**config.mk**
```make
export PLATFORM = sky130hd
export DESIGN_NAME = rob_gen2
export DESIGN_NICKNAME = d
export VERILOG_FILES = /design/src/rtl/rob_gen2.sv
export SDC_FILE = /design/constraint.sdc
export NUM_CORES = 2
export LEC_CHECK = 0
export BUFFER_PORTS_ARGS = -buffer_cell sky130_fd_sc_hd__buf_2
export CAP_MARGIN = 20
export CORE_MARGIN = 10
export CORE_UTILIZATION = 25
export CTS_CLUSTER_DIAMETER = 50
export CTS_CLUSTER_SIZE = 20
export DETAILED_ROUTE_END_ITERATION = 8
export GPL_TIMING_DRIVEN = 0
export PLACE_DENSITY = 0.38
export SLEW_MARGIN = 10
export SYNTH_ARGS = -nofsm -noshare
export SYNTH_HDL_FRONTEND = slang
export SYNTH_SLANG_ARGS = --single-unit
```
**constraint.sdc**
```tcl
create_clock -name clk_in -period 14.6 [get_ports clk_in]
set_input_delay 2.19 -clock clk_in [delete_from_list [all_inputs] [get_ports clk_in]]
set_output_delay 2.19 -clock clk_in [all_outputs]
set_load 0.02 [all_outputs]
```
**src/rtl/rob_gen2.sv**
```systemverilog
// rob_gen2: circular reorder buffer with multi-channel result broadcast,
// combinational operand lookup, dual in-order retire and branch flush.
module rob_gen2 #(
    parameter int ROB_BIT     = 3,
    parameter int NCDB        = 2,
    parameter int DUAL_COMMIT = 1
) (
    input  logic                    clk_in,
    input  logic                    rst_n_in,
    input  logic                    rdy_in,
    input  logic                    issue_valid,
    input  logic [6:0]              issue_op_type,
    input  logic [4:0]              issue_rd,
    input  logic [31:0]             issue_pc,
    input  logic signed [31:0]      issue_imm,
    input  logic                    issue_br_pred,
    input  logic                    issue_is_c,
    output logic [ROB_BIT-1:0]      issue_entry,
    output logic                    rob_full,
    output logic                    rob_empty,
    output logic [ROB_BIT:0]        rob_count,
    input  logic [NCDB-1:0]         cdb_valid,
    input  logic [NCDB*ROB_BIT-1:0] cdb_entry,
    input  logic [NCDB*32-1:0]      cdb_value,
    input  logic [ROB_BIT-1:0]      qry_entry1,
    input  logic [ROB_BIT-1:0]      qry_entry2,
    output logic                    qry_ready1,
    output logic                    qry_ready2,
    output logic [31:0]             qry_value1,
    output logic [31:0]             qry_value2,
    output logic [1:0]              ret_valid,
    output logic [1:0]              ret_wr,
    output logic [9:0]              ret_rd,
    output logic [2*ROB_BIT-1:0]    ret_entry,
    output logic [63:0]             ret_value,
    output logic                    flush,
    output logic [31:0]             flush_pc
);
    localparam int DEPTH = 1 << ROB_BIT;
    localparam int CW    = ROB_BIT + 1;

    localparam logic [6:0] OP_LUI   = 7'b0110111;
    localparam logic [6:0] OP_AUIPC = 7'b0010111;
    localparam logic [6:0] OP_JAL   = 7'b1101111;
    localparam logic [6:0] OP_JALR  = 7'b1100111;
    localparam logic [6:0] OP_BR    = 7'b1100011;
    localparam logic [6:0] OP_ST    = 7'b0100011;

    // Entry control (reset) and payload (no reset) state.
    logic [DEPTH-1:0]   busy, prep;
    logic [6:0]         op_q   [DEPTH];
    logic [4:0]         rd_q   [DEPTH];
    logic [31:0]        pc_q   [DEPTH];
    logic signed [31:0] imm_q  [DEPTH];
    logic [31:0]        val_q  [DEPTH];
    logic [DEPTH-1:0]   pred_q, isc_q;
    logic [ROB_BIT-1:0] head, tail;
    logic [ROB_BIT:0]   count;

    logic [ROB_BIT-1:0] h0, h1;
    logic               br_mispred, ret0, ret1, do_issue;
    logic [DEPTH-1:0]   cdb_we;
    logic [31:0]        cdb_val [DEPTH];
    logic [32:0]        iss_res;

    function automatic logic [31:0] link_pc(input logic [31:0] pc, input logic is_c);
        return pc + (is_c ? 32'd2 : 32'd4);
    endfunction

    function automatic logic [31:0] target_pc(input logic [31:0] pc, input logic signed [31:0] imm);
        return $unsigned($signed(pc) + imm);
    endfunction

    // {prepared, value} for ops whose result is known at issue time.
    function automatic logic [32:0] issue_result(input logic [6:0] op, input logic [31:0] pc,
                                                 input logic signed [31:0] imm, input logic is_c);
        case (op)
            OP_LUI:          return {1'b1, $unsigned(imm)};
            OP_AUIPC:        return {1'b1, target_pc(pc, imm)};
            OP_JAL, OP_JALR: return {1'b1, link_pc(pc, is_c)};
            default:         return 33'd0;
        endcase
    endfunction

    function automatic logic writes_rf(input logic [6:0] op, input logic [4:0] rd);
        return (op != OP_BR) && (op != OP_ST) && (rd != 5'd0);
    endfunction

    assign h0          = head;
    assign h1          = head + 1'b1;
    assign issue_entry = tail;
    assign rob_count   = count;
    assign rob_full    = (count == CW'(DEPTH));
    assign rob_empty   = (count == '0);
    assign do_issue    = rdy_in && issue_valid && !rob_full && !flush;
    assign iss_res     = issue_result(issue_op_type, issue_pc, issue_imm, issue_is_c);

    // Head-of-buffer decisions: mispredict flush and the two retire slots.
    always_comb begin
        br_mispred = busy[h0] && prep[h0] && (op_q[h0] == OP_BR) && (val_q[h0][0] != pred_q[h0]);
        flush      = rdy_in && br_mispred;
        flush_pc   = '0;
        if (flush)
            flush_pc = val_q[h0][0] ? target_pc(pc_q[h0], imm_q[h0]) : link_pc(pc_q[h0], isc_q[h0]);
        ret0 = rdy_in && busy[h0] && prep[h0] && !br_mispred;
        ret1 = (DUAL_COMMIT != 0) && ret0 && busy[h1] && prep[h1] && (op_q[h0] != OP_BR);
    end

    // Retire outputs, zeroed on idle slots.
    always_comb begin
        ret_valid = {ret1, ret0};
        ret_wr    = {ret1 && writes_rf(op_q[h1], rd_q[h1]), ret0 && writes_rf(op_q[h0], rd_q[h0])};
        ret_rd    = {ret1 ? rd_q[h1] : 5'd0, ret0 ? rd_q[h0] : 5'd0};
        ret_entry = {ret1 ? h1 : '0, ret0 ? h0 : '0};
        ret_value = {ret1 ? val_q[h1] : 32'd0, ret0 ? val_q[h0] : 32'd0};
    end

    // Per-entry result capture; descending scan lets the lowest channel win.
    always_comb begin
        for (int i = 0; i < DEPTH; i++) begin
            cdb_we[i]  = 1'b0;
            cdb_val[i] = '0;
            for (int c = NCDB - 1; c >= 0; c--) begin
                if (cdb_valid[c] && cdb_entry[c*ROB_BIT +: ROB_BIT] == ROB_BIT'(i)) begin
                    cdb_we[i]  = 1'b1;
                    cdb_val[i] = cdb_value[c*32 +: 32];
                end
            end
            cdb_we[i] = cdb_we[i] && busy[i] && !prep[i];
        end
    end

    // Operand lookup: stored value first, else lowest-index live broadcast.
    always_comb begin
        qry_ready1 = 1'b0;
        qry_value1 = '0;
        qry_ready2 = 1'b0;
        qry_value2 = '0;
        for (int c = NCDB - 1; c >= 0; c--) begin
            if (cdb_valid[c] && cdb_entry[c*ROB_BIT +: ROB_BIT] == qry_entry1) begin
                qry_ready1 = 1'b1;
                qry_value1 = cdb_value[c*32 +: 32];
            end
            if (cdb_valid[c] && cdb_entry[c*ROB_BIT +: ROB_BIT] == qry_entry2) begin
                qry_ready2 = 1'b1;
                qry_value2 = cdb_value[c*32 +: 32];
            end
        end
        if (prep[qry_entry1]) begin
            qry_ready1 = 1'b1;
            qry_value1 = val_q[qry_entry1];
        end
        if (prep[qry_entry2]) begin
            qry_ready2 = 1'b1;
            qry_value2 = val_q[qry_entry2];
        end
    end

    // Control state: busy/prepared flags, pointers and occupancy.
    always_ff @(posedge clk_in or negedge rst_n_in) begin
        if (!rst_n_in) begin
            busy  <= '0;
            prep  <= '0;
            head  <= '0;
            tail  <= '0;
            count <= '0;
        end else if (rdy_in) begin
            if (flush) begin
                busy  <= '0;
                prep  <= '0;
                head  <= '0;
                tail  <= '0;
                count <= '0;
            end else begin
                for (int i = 0; i < DEPTH; i++)
                    if (cdb_we[i]) prep[i] <= 1'b1;
                if (ret0) begin
                    busy[h0] <= 1'b0;
                    prep[h0] <= 1'b0;
                end
                if (ret1) begin
                    busy[h1] <= 1'b0;
                    prep[h1] <= 1'b0;
                end
                if (do_issue) begin
                    busy[tail] <= 1'b1;
                    prep[tail] <= iss_res[32];
                end
                head  <= head + ROB_BIT'(ret0) + ROB_BIT'(ret1);
                tail  <= tail + ROB_BIT'(do_issue);
                count <= count + CW'(do_issue) - CW'(ret0) - CW'(ret1);
            end
        end
    end

    // Payload storage: issue fields and captured results.
    always_ff @(posedge clk_in) begin
        if (rdy_in && !flush) begin
            for (int i = 0; i < DEPTH; i++)
                if (cdb_we[i]) val_q[i] <= cdb_val[i];
            if (do_issue) begin
                op_q[tail]   <= issue_op_type;
                rd_q[tail]   <= issue_rd;
                pc_q[tail]   <= issue_pc;
                imm_q[tail]  <= issue_imm;
                pred_q[tail] <= issue_br_pred;
                isc_q[tail]  <= issue_is_c;
                val_q[tail]  <= iss_res[31:0];
            end
        end
    end
endmodule

```
== Yosys cells after proc, flatten, opt, wreduce, memory -nomap -nowiden ==
Memories as Yosys holds them, arrays and structs flattened.
Cells that the tools add are included.
Word-level totals
  memories kept: 5
  input port bits: 160
  register bits after elaboration: 42
  bits in writable memories: 864
Memory list
  imm_q: words 8, bits a word 32, read ports 1, clocked after memory_dff 0, write ports 1, line 54  | logic signed [31:0] imm_q [DEPTH];
  pc_q: words 8, bits a word 32, read ports 1, clocked after memory_dff 0, write ports 1, line 53  | logic [31:0] pc_q [DEPTH];
  val_q: words 8, bits a word 32, read ports 4, clocked after memory_dff 0, write ports 9, line 55  | logic [31:0] val_q [DEPTH];
  op_q: words 8, bits a word 7, read ports 2, clocked after memory_dff 0, write ports 1, line 51  | logic [6:0] op_q [DEPTH];
  rd_q: words 8, bits a word 5, read ports 2, clocked after memory_dff 0, write ports 1, line 52  | logic [4:0] rd_q [DEPTH];
Cells by class
  $add $sub $neg: 11
  equality and inequality tests: 29
  reductions and logical operators: 77
  $lt $le $gt $ge: 8
  muxes and demuxes: 150
  bitwise gates (word level): 7
Operator list (number)
  two-way mux 32 bit: 26
  two-way mux 8 bit: 16
  one-hot mux 33 bit (3 select lines): 1
  two-way mux 1 bit: 84
  adder 32 x 3 -> 32 bit: 2
  adder 32 bit: 2
  logical AND 1 bit: 59
  bitwise AND 8 bit: 4
  binary-select mux 1 bit (select 3 bit): 8
  bitwise mux 8 bit: 3
  equality test 3 bit (second input constant): 8
  equality test 7 bit (second input constant): 3
  less-than comparator 3 x 4 -> 1 bit (second input constant): 5
  two-way mux 3 bit: 6
  NOT 8 bit: 2
  inequality test 7 x 6 -> 1 bit (second input constant): 2
  inequality test 7 bit (second input constant): 2
  equality test 3 x 2 -> 1 bit (second input constant): 4
  equality test 3 bit: 4
  zero test 1 bit: 11
  two-way mux 5 bit: 2
  nonzero test 5 bit: 2
  adder 3 x 1 -> 3 bit: 3
  demux 1 bit (select 3 bit): 3
  other kinds (15): 20

== Longest topological paths before layout ==
  word-level depth: 20
  mapped depth: 24
  depth with buffers taken out: 17

== Worst setup path before layout ==
No wires, ideal clock.
  path type: flip-flop to output port
  from: reg head[1], in the netlist h0[1]
  to: out flush_pc[31]
  path slack: 6.995 ns
  data arrival time: 5.415 ns
  path buffers: 8
  cell stages (with the launch flop): 23
  cell sequence: dfrtp_1 -> buf_4 -> buf_6 -> buf_6 -> buf_4 -> buf_2 -> nor3b_1 -> clkbuf_1 -> clkbuf_1 -> buf_1 -> a22oi_1 -> nand4_1 -> ha_1 -> a211oi_1 -> o21ai_0 -> o31ai_1 -> a31oi_1 -> a31o_2 -> a221o_1 -> o221ai_1 -> mux2i_1 -> or3_1 -> a21oi_1
On the way
  cells in the longest elaborated chain, start to end: 7
Ends and longest elaborated chain
  from (decl): line 57  | logic [ROB_BIT-1:0] head, tail;
  from (signal assigned): line 189  | head <= head + ROB_BIT'(ret0) + ROB_BIT'(ret1);
  parallel branches: the longest is 6 deep, another holds adder 32 x 3 -> 32 bit
  two-way mux 32 bit (*): line 103  | if (flush)
  to (decl): line 37  | output logic [31:0] flush_pc
Mark *: on every way between the ends. The select of a mux whose other input is x is not followed.

== Final worst setup path ==
  from: reg head[0], in the netlist h0[0]
  to: out flush_pc[31]
The elaborated chain is that of the path after synthesis.

==> results.md <==
- Setup Slack @ Placement: 3.635 ns
- Number of instances in the synthesized netlist: 4471
- Switch share: 0.4028
- Arrival time of data at the critical path endpoint: 9.70 ns
- Worst setup skew after layout: 0.03925 ns
- Clock tree from TritonCTS: done
- Final TNS setup: 0 ns
- Synthesized cell area: 0.05268 sq mm
- Cell Rows: 168
- IR Drop Worst-Case VDD: 0.0001374 V
- Number of global-route vias before repair: 45540
- Cell with the biggest individual delay on the critical path: clkbuf_1
- Overall Global Routing Usage: 0.2668
- Routed length per placed instance: 40.25 um
- Maximum number of pins on one net before global-route repair: 57
- Static leakage: 22.38 nW
- Final standard cell utilization of the core: 0.3089
- Biggest fanout along the worst timing path: 10
- Reg-to-reg setup timing slack: 7.65 ns
- DRC violations left: 0
- CP Cell Sequence: buf_4, buf_4, buf_2, buf_2, nor3b_1, clkbuf_1, clkbuf_1, buf_1, a22oi_1, nand4_1, ha_1, a211oi_1, o21ai_0, o31ai_1, a31oi_1, a31o_2, a221o_1, o221ai_1, mux2i_1, or3_1, a21oi_1, buf_2
- Number of hold violations in the final report: 0
- Placed wire-length estimate: 231100 um
- Final slew viol count: 0
- CP dominant cell by count: buf_2
- Post-Syn Area per Cell: 11.78 sq um
- Layout Cells excl Fill: 7954
- Remaining antenna violation count after routing: 0
- Post-CTS resize count: 0
- Final count of negative-setup-slack endpoints: 0
- Crit-path max cell delay: 0.83 ns
- Syn-to-layout area delta: 22.90%
- Global-route wire length before repair: 421700 um
- Internal Dissipation: 0.006325 W
- Number of antenna violations at the first check in global routing: 65
- Root cell of the clock tree: clkbuf_16
- Number of max-cap violations: 0
- Effective utilization at floorplan: 0.2514
- X dimension of the die: 479.0 um
- Via/cell ratio: 6.033
- Number of DRC markers after the initial detailed-route iteration: 7642
- Max transition margin: 0.06811
- Total die area: 0.2295 sq mm
- Number of H-tree levels: 4
- Cells after DPL: 7656
- Max frequency: 0.08411 GHz
- Required time at the endpoint of the critical path: 12.41 ns
- Synth Flop Type: edfxtp_1
- Number of storage elements in the synthesis netlist: 906
- Number of distinct library cell variants in the gate-level netlist after synthesis: 90
- Clk network pwr share: 0.336
- Number of flops mapped to enable cells by yosys: 880
- Via count: 47980
- Length of the first detailed-routing pass in iterations: 9
- Critical setup path kind: reg -> out
- Clock-pin slew reported for the worst setup and hold paths after clock tree synthesis: 0.05 ns
- Final-layout worst hold slack: 0.5812 ns
- Net count after synthesis: 4714
- Post-layout worst setup margin: 2.711 ns
- Core area: 0.2096 sq mm
- Endpoint class of the critical path: output port
- Post-CTS setup-driven buffer insertion count: 0
- Height of the die: 479.0 um
- Placer congestion estimate: 0.9835
- Ratio of cells with drive above 1 in the final layout: 0.2007
- Logic gate share of total power: 0.364
- Final cycle utilization of the critical path: 0.8143
- Largest buffer count on any clock path: 3
- Final min period: 11.89 ns
- Post-layout nets: 5248
- Total power density per cell area: 163.6 mW/mm^2
- Register share of total power: 0.300
- Clock insertion delay at the later pin of the skew report: 0.84 ns
- Overflow left after global routing: 0
- HP Class: reg -> reg
- Outcome: completed
- Worst setup SP type: flip-flop
- I/O pin total: 352
- Sequential fraction of the synthesis area: 0.5140
- Total wire length: 320200 um
- Post-CTS Hold Buffers: 0
- RSZ-0062 raised after global routing: no
- Clock buffer count from CTS: 138
- Buffers added on ports: 276
- Fraction of synthesis flops using an asynchronous set or reset pin: 0.02870
- Clock tree sinks: 906
- Transition time at the pin with the least slew margin: 1.398 ns
- Number of warnings reported in the yosys synthesis log: 0
- Switching power of the nets: 0.004266 W
==> through the flow <==
stage / area [sq um] / total power [W]
finish: 64740 / 0.01059
global route: 64690 / 0.01091
CTS: 64500 / 0.01050
detailed placement: 59620 / 0.006935
global placement: 57570 / 0.006890
floorplan: 52680 / 0.005268
==> sequential cells by signal, summed over array words and instances (netlist names) <==
name,cells
val_q,256
imm_q,256
rob_count,4
prep,8
op_q,56
h0,3
rd_q,40
busy,8
pred_q,8
pc_q,256
issue_entry,3
isc_q,8
==> critical path, delay by kind of cell, from the launching register on <==
family | cells | cell delay, ns
compound gates | 9 | 2.98
mux | 1 | 0.14
buf+inv | 8 | 3.85
flops | 1 | 0.42
simple gates | 3 | 1.12
fa+ha+maj | 1 | 0.30
==> path summary, 6_finish.rpt <==
path	startpoint	endpoint	depth (start not counted)
worst max-delay path	h0[0]	flush_pc[31]	22
max in group asynchronous	rst_n_in	h0[1]	1
min in group asynchronous	rst_n_in	rob_count[3]	1
worst max register to register	h0[0]	rob_count[2]	21
worst min register to register	busy[2]	busy[2]	1
worst min-delay path	busy[2]	busy[2]	1
==> synth_stat cells (8+ instances only) <==
cell | instances | area share
edfxtp_1 | 880 | 0.50
nand2_1 | 326 | 0.023
o22ai_1 | 324 | 0.038
clkbuf_1 | 275 | 0.020
mux2i_1 | 264 | 0.050
a22oi_1 | 219 | 0.031
nor2_1 | 210 | 0.015
a21oi_1 | 171 | 0.016
mux4_2 | 163 | 0.070
o31ai_1 | 152 | 0.022
nor3_1 | 103 | 0.0098
buf_1 | 97 | 0.0069
a211oi_1 | 96 | 0.014
a21o_1 | 90 | 0.013
nor2b_1 | 81 | 0.0096
ha_1 | 76 | 0.018
o21ai_0 | 76 | 0.0072
or4_1 | 71 | 0.010
xnor2_1 | 66 | 0.011
nand3_1 | 63 | 0.0060
inv_1 | 58 | 0.0041
xor2_1 | 51 | 0.0085
mux2_2 | 50 | 0.011
nand4_1 | 48 | 0.0057
a221oi_1 | 38 | 0.0063
buf_2 | 29 | 0.0028
a31oi_1 | 27 | 0.0032
dfrtp_1 | 26 | 0.012
and3_1 | 25 | 0.0030
o221ai_1 | 25 | 0.0042
nand2b_1 | 24 | 0.0029
and2_1 | 21 | 0.0025
a22o_1 | 19 | 0.0032
nor4_1 | 14 | 0.0017
o21bai_1 | 13 | 0.0019
o211ai_1 | 11 | 0.0016
or2_2 | 11 | 0.0013
or3_1 | 11 | 0.0013
nand3b_1 | 10 | 0.0014
o21ai_1 | 10 | 0.00095
buf_4 | 9 | 0.0013
and3b_1 | 8 | 0.0013
buf_6 | 8 | 0.0017
==> cell type report <==
type / count / area, sq um
buffer: 423 / 1902
antenna: 32 / 80.08
clock buffer: 147 / 3507
clock inverter: 105 / 1371
inverter: 60 / 225.2
tap: 2805 / 3510
timing repair buffer: 394 / 3286
fill: 21340 / 144800
multi-input combinational: 3082 / 23780
sequential: 906 / 27080
==> power groups by stage <==
stage | sequential (W) | combinational [W] | clock, W
3_5_place_dp | 0.00323 | 0.00371 | 0
3_3_place_gp | 0.00327 | 0.00362 | 0
5_1_grt | 0.00319 | 0.00401 | 0.00371
6_report | 0.00318 | 0.00385 | 0.00356
4_1_cts | 0.00317 | 0.00372 | 0.00360
2_1_floorplan | 0.00320 | 0.00206 | 0
==> logic make-up after synthesis <==
| group | after synthesis | share of synthesized area |
|---|---|---|
| AOI/OAI and AO/OA | 1338 | 0.1745 |
| xor gates and xnor gates | 117 | 0.01945 |
| adders and majority gates | 83 | 0.02071 |
| buffers and inverters | 483 | 0.03834 |
| DFF | 906 | 0.5140 |
| muxes | 477 | 0.1305 |
| and+or+nand+nor | 1067 | 0.1024 |
==> cells in the final DEF, fill, tap and decap left out, types with 50 or more instances in the layout <==
cell	count
edfxtp_1	880
nand2_1	326
buf_2	323
o22ai_1	310
mux2i_1	264
clkbuf_1	232
a22oi_1	219
nor2_1	209
a21oi_1	170
mux4_2	163
o31ai_1	150
clkbuf_16	138
nor3_1	101
a211oi_1	96
a21o_1	90
nor2b_1	81
buf_1	79
o21ai_0	76
ha_1	76
or4_1	71
xnor2_1	66
nand3_1	63
inv_1	58
buf_8	57
xor2_1	51
mux2_2	50
==> routing by layer <==
metal / up-vias / track usage / share of wire
met5: - / 0.004141 / 0.0011
met3: 802 / 0.08369 / 0.11
met2: 3287 / 0.3750 / 0.41
met1: 24770 / 0.3684 / 0.43
li1: 19080 / - / -
met4: 42 / 0.1274 / 0.052
Note: power is estimated with default switching activity, not from simulation.
